## src/rtl/hist_pkg.sv

```systemverilog
// Shared constants, types and bin-extraction helper for the histogram stream-out block.
package hist_pkg;

  localparam int WORD_W   = 128;
  localparam int BIN_W    = 8;
  localparam int NUM_BINS = WORD_W / BIN_W;
  localparam int IDX_W    = $clog2(NUM_BINS);
  localparam int SUM_W    = BIN_W + IDX_W;

  typedef enum logic [1:0] {
    IDLE,
    STREAM,
    DONE
  } hist_state_t;

  typedef logic [BIN_W-1:0] bin_t;

  function automatic bin_t get_bin(input logic [WORD_W-1:0] word,
                                   input logic [IDX_W-1:0]  k);
    return word[k*BIN_W +: BIN_W];
  endfunction

endpackage

```

## src/rtl/hist_bin_stats.sv

```systemverilog
// Running statistics over accepted bins: total count plus the first-occurring peak bin.
module hist_bin_stats
  import hist_pkg::*;
(
  input  logic             clk,
  input  logic             reset,
  input  logic             clear,
  input  logic             accept,
  input  bin_t             bin_data,
  input  logic [IDX_W-1:0] bin_index,
  output logic [SUM_W-1:0] total_sum,
  output bin_t             max_value,
  output logic [IDX_W-1:0] max_index
);

  // Strict compare so equal later bins never displace an earlier peak.
  always_ff @(posedge clk) begin
    if (reset || clear) begin
      total_sum <= '0;
      max_value <= '0;
      max_index <= '0;
    end else if (accept) begin
      total_sum <= total_sum + SUM_W'(bin_data);
      if (bin_data > max_value) begin
        max_value <= bin_data;
        max_index <= bin_index;
      end
    end
  end

endmodule

```

## src/rtl/hist_stream_out.sv

```systemverilog
// Snapshots a histogram word on start and streams it out one bin per valid/ready handshake.
module hist_stream_out
  import hist_pkg::*;
(
  input  logic              clk,
  input  logic              reset,
  input  logic              start,
  input  logic [WORD_W-1:0] hist_in,
  output logic              bin_valid,
  input  logic              bin_ready,
  output bin_t              bin_data,
  output logic [IDX_W-1:0]  bin_index,
  output logic              bin_last,
  output logic              busy,
  output logic              done,
  output logic [SUM_W-1:0]  total_sum,
  output bin_t              max_value,
  output logic [IDX_W-1:0]  max_index
);

  hist_state_t       state, state_nxt;
  logic [WORD_W-1:0] snap;
  logic [IDX_W-1:0]  idx;
  logic              capture;
  logic              accept;
  logic              last_bin;

  assign capture  = (state == IDLE) && start;
  assign accept   = (state == STREAM) && bin_ready;
  assign last_bin = (idx == IDX_W'(NUM_BINS - 1));

  always_ff @(posedge clk) begin
    if (reset) state <= IDLE;
    else       state <= state_nxt;
  end

  always_comb begin
    state_nxt = state;
    case (state)
      IDLE:    if (start) state_nxt = STREAM;
      STREAM:  if (accept && last_bin) state_nxt = DONE;
      DONE:    state_nxt = IDLE;
      default: state_nxt = IDLE;
    endcase
  end

  // Outputs decode registered state only; bin_ready never reaches them combinationally.
  always_comb begin
    bin_valid = (state == STREAM);
    bin_last  = (state == STREAM) && last_bin;
    busy      = (state != IDLE);
    done      = (state == DONE);
    bin_index = idx;
    bin_data  = get_bin(snap, idx);
  end

  always_ff @(posedge clk) begin
    if (reset) begin
      snap <= '0;
      idx  <= '0;
    end else if (capture) begin
      snap <= hist_in;
      idx  <= '0;
    end else if (accept && !last_bin) begin
      idx <= idx + 1'b1;
    end
  end

  hist_bin_stats u_stats (
    .clk       (clk),
    .reset     (reset),
    .clear     (capture),
    .accept    (accept),
    .bin_data  (bin_data),
    .bin_index (idx),
    .total_sum (total_sum),
    .max_value (max_value),
    .max_index (max_index)
  );

endmodule

```

## config.mk

```make
export PLATFORM = sky130hd
export DESIGN_NAME = hist_stream_out
export DESIGN_NICKNAME = d
export VERILOG_FILES = /design/src/rtl/hist_pkg.sv /design/src/rtl/hist_bin_stats.sv /design/src/rtl/hist_stream_out.sv
export SDC_FILE = /design/constraint.sdc
export NUM_CORES = 1
export LEC_CHECK = 0
export CAP_MARGIN = 40
export CORE_MARGIN = 1.5
export CORE_UTILIZATION = 30
export CTS_CLUSTER_SIZE = 10
export DETAILED_ROUTE_END_ITERATION = 6
export PLACE_DENSITY = 0.54
export SLEW_MARGIN = 20
export SYNTH_ARGS = -nofsm -noshare
export SYNTH_HDL_FRONTEND = slang
export SYNTH_SLANG_ARGS = --single-unit
```

## constraint.sdc

```tcl
create_clock -name clk -period 4.3 [get_ports clk]
set_input_delay 0.86 -clock clk [delete_from_list [all_inputs] [get_ports clk]]
set_output_delay 0.86 -clock clk [all_outputs]
set_load 0.02 [all_outputs]
```

==> flow_summary_export.csv <==
group,metric,value,unit
run_status,outcome,"finished, final reports clean",
place,gp_congestion,0.7996,
global_route,gr-total-overflow,0,
synth,synth.area.top_cells,"dfxtp_1, a22o_1, mux4_2",
clock_tree,htreeDepth,4,
clock_tree,cts-resized-gates,0,
die,placementRows,54,
place,pre_cts_slack,0.8768,ns
timing,fin_skew,0.006085,ns
timing,rsz0062_at_grt,"false",
die,dieArea,23090,sq um
timing,setup-violations-final,0,
synth,synth_top_area_cell,"dfxtp_1",
pwr,cellPowerDensity,392.9,nW/um^2
timing,tightestPinTransition,0.7662,ns
timing,period_share,0.8610,
die,fp.coreArea,21820,sq um
place,dp_hpwl,14080,microns
timing,slew_headroom,0.4880,
synth,ys_seq_area_frac,0.4753,
detailed_routing,drt_first_pass_iters,4,
global_route,antenna_found_initial,0,
min_path,min_path_type,"reg2reg",
global_route,grt_pass1_vias,5486,
critical_path,worstPathCellList,"buf_4 -> mux4_1 -> a22oi_1 -> nand2_1 -> clkdlybuf4s50_1",
synth,synth_nets,727,
clock_tree,cts-root-buf,"clkbuf_16",
clock_tree,clock_latency,0.43,ns
clock_tree,cts_tree,"done",
clock_tree,cts_setup_buffers,0,
critical_path,cp-end-kind,"output port",
clock_tree,path_clk_slew,0.06,ns
cells_and_area,fin_util,0.4217,
critical_path,max_stage_delay,0.63,ns
detailed_routing,ant_nets,0,
timing,worst_slack,0.5976,ns
timing,timing.final.hold_violations,0,
detailed_routing,vias_per_cell,5.217,
critical_path,cp-start-kind,"flop",
detailed_routing,drt_iter0_drc,348,
die,num_io_pins,172,
critical_path,cp.arrival,2.84,ns
die,fp.dieH,151.9,microns
global_route,grt_max_degree,77,
synth,syn-instance-count,577,
synth,synth-main-ff-cell,"dfxtp_1",
cells_and_area,antenna_cells,0,
pwr,p_leak,0.003475,uW
timing,slew_viol_final,0,
detailed_routing,drc_errors,0,
die,die_x,151.9,microns
clock_tree,cts_sinks,158,
cells_and_area,area_delta_synth_final,38.28,%
detailed_routing,num_vias,5332,
critical_path,crit_required,3.44,ns
critical_path,slowest_stage,"mux4_1",
synth,synth_most_common_cell,"dfxtp_1",
die,start_util,0.3050,
cells_and_area,nNetsFinal,879,
synth,synth_commonest_cells,"dfxtp_1, a22o_1, a21oi_1, clkbuf_1, mux4_2",
synth,yosys.area.top_type_share,0.4753,
detailed_routing,wire_per_inst,18.74,microns
clock_tree,clk_path_buf_depth,2,
clock_tree,numCtsBuffers,17,
place,io_buffers,171,
synth,ys_warn_count,0,
critical_path,critPathKind,"reg2out",
synth,avgSynthCellArea,11.53,sq um
pwr,ir_drop,0.0002379,V
detailed_routing,wl,19150,microns
timing,finalCriticalPeriod,3.702,ns
critical_path,cp_max_fo,18,
cells_and_area,drive_above_1_share,0.1240,
clock_tree,ctsHoldBuffers,0,
global_route,grt_pass1_wl,30380,microns
synth,synth-seq-cells,158,
synth,async_flop_share,0,
run,maxCapViolCount,0,
global_route,grt_use_total,0.1678,
timing,fmax,270.1,MHz
synth,synth_edf_count,0,
synth,yosys.cell_types.count,52,
synth,netlist_area,6655,sq um
timing,final.setup.tns,0,ns
==> state kept, by name, indices dropped and copies added (netlist names) <==
register,cells
bin_index,4
u_stats.max_value,8
snap,128
state,2
u_stats.total_sum,12
u_stats.max_index,4
==> stage by stage <==
| stage | instances | hold WS (ns) | area [sq um] | power [uW] |
|---|---|---|---|---|
| 3_5_place_dp | 990 | 0.4601 | 8606 | 2127 |
| 6_report | 1022 | 0.4740 | 9203 | 3616 |
| 2_1_floorplan | 577 | 0.4403 | 6655 | 1895 |
| 3_3_place_gp | 990 | 0.4556 | 8606 | 2114 |
| 5_1_grt | 1022 | 0.4868 | 9203 | 3769 |
| 4_1_cts | 1022 | 0.4759 | 9203 | 3652 |
==> worst max-delay path: cells and delay by family (launching register included) <==
family          cells  cell delay (ns)
buf+inv             2             0.94
mux                 1             0.63
flops               1             0.32
compound gates      1             0.31
simple gates        1             0.20
==> layer usage <==
metal,wire (microns),GRT usage,part of all wire
met5,0,0,0
met4,340,0.05964,0.018
met2,9464,0.2833,0.49
met3,771,0.03280,0.040
met1,8573,0.2131,0.45
==> area by class of cell <==
| cell class | instances | area [sq um] |
|---|---|---|
| Clock buffer | 18 | 439.2 |
| Fill cell | 2075 | 12620 |
| Sequential cell | 158 | 3166 |
| Inverter | 14 | 52.55 |
| Clock inverter | 14 | 157.7 |
| Tap cell | 280 | 350.3 |
| Timing Repair Buffer | 183 | 1827 |
| Multi-Input combinational cell | 355 | 3211 |
==> cells by family (layout without fill, tap and decap cells) <==
group | after synthesis | in the layout | share of synthesized area
AOI/OAI and AO/OA | 213 | 213 | 0.2540
DFF | 158 | 158 | 0.4753
and+or+nand+nor | 87 | 87 | 0.07088
buffers and inverters | 64 | 229 | 0.04512
muxes | 34 | 34 | 0.1158
adders and majority gates | 18 | 18 | 0.03497
xor gates and xnor gates | 3 | 3 | 0.003949
==> power breakdown <==
part | switching, uW | internal [uW] | total [uW]
clock network | 644 | 881 | 1530
logic | 225 | 263 | 488
registers | 49.0 | 1550 | 1600
==> layout by cell type (no fill, tap or decap), types with 5 or more instances in the layout <==
cell               n
nor2_1            10
ha_1              17
nand2_1           21
nand2b_1           5
mux4_2            24
nand4_1            5
dfxtp_1          156
clkbuf_16         17
a21oi_2            5
nand3_2            5
o21ai_1            7
nand3_1           14
a22oi_2            5
inv_1             13
buf_4             10
clkdlybuf4s50_1  171
a22oi_1           11
o21ai_0           12
mux4_1             8
nor2b_1            6
a21oi_1           24
a22o_1           128
==> worst paths after layout <==
| check | slack, ns | depth (start not counted) | endpoint | startpoint |
|---|---|---|---|---|
| max reg2reg | 0.88 | 9 | u_stats.max_value[6]$_SDFFE_PP0P_ | bin_index[0]$_SDFFE_PP0P_ |
| max | 0.60 | 5 | bin_data[6] | bin_index[0]$_SDFFE_PP0P_ |
| min reg2reg | 0.47 | 1 | snap[112]$_SDFFE_PP0P_ | snap[112]$_SDFFE_PP0P_ |
| min | 0.47 | 1 | snap[112]$_SDFFE_PP0P_ | snap[112]$_SDFFE_PP0P_ |
No activity file was read; power rests on OpenSTA's default activity.
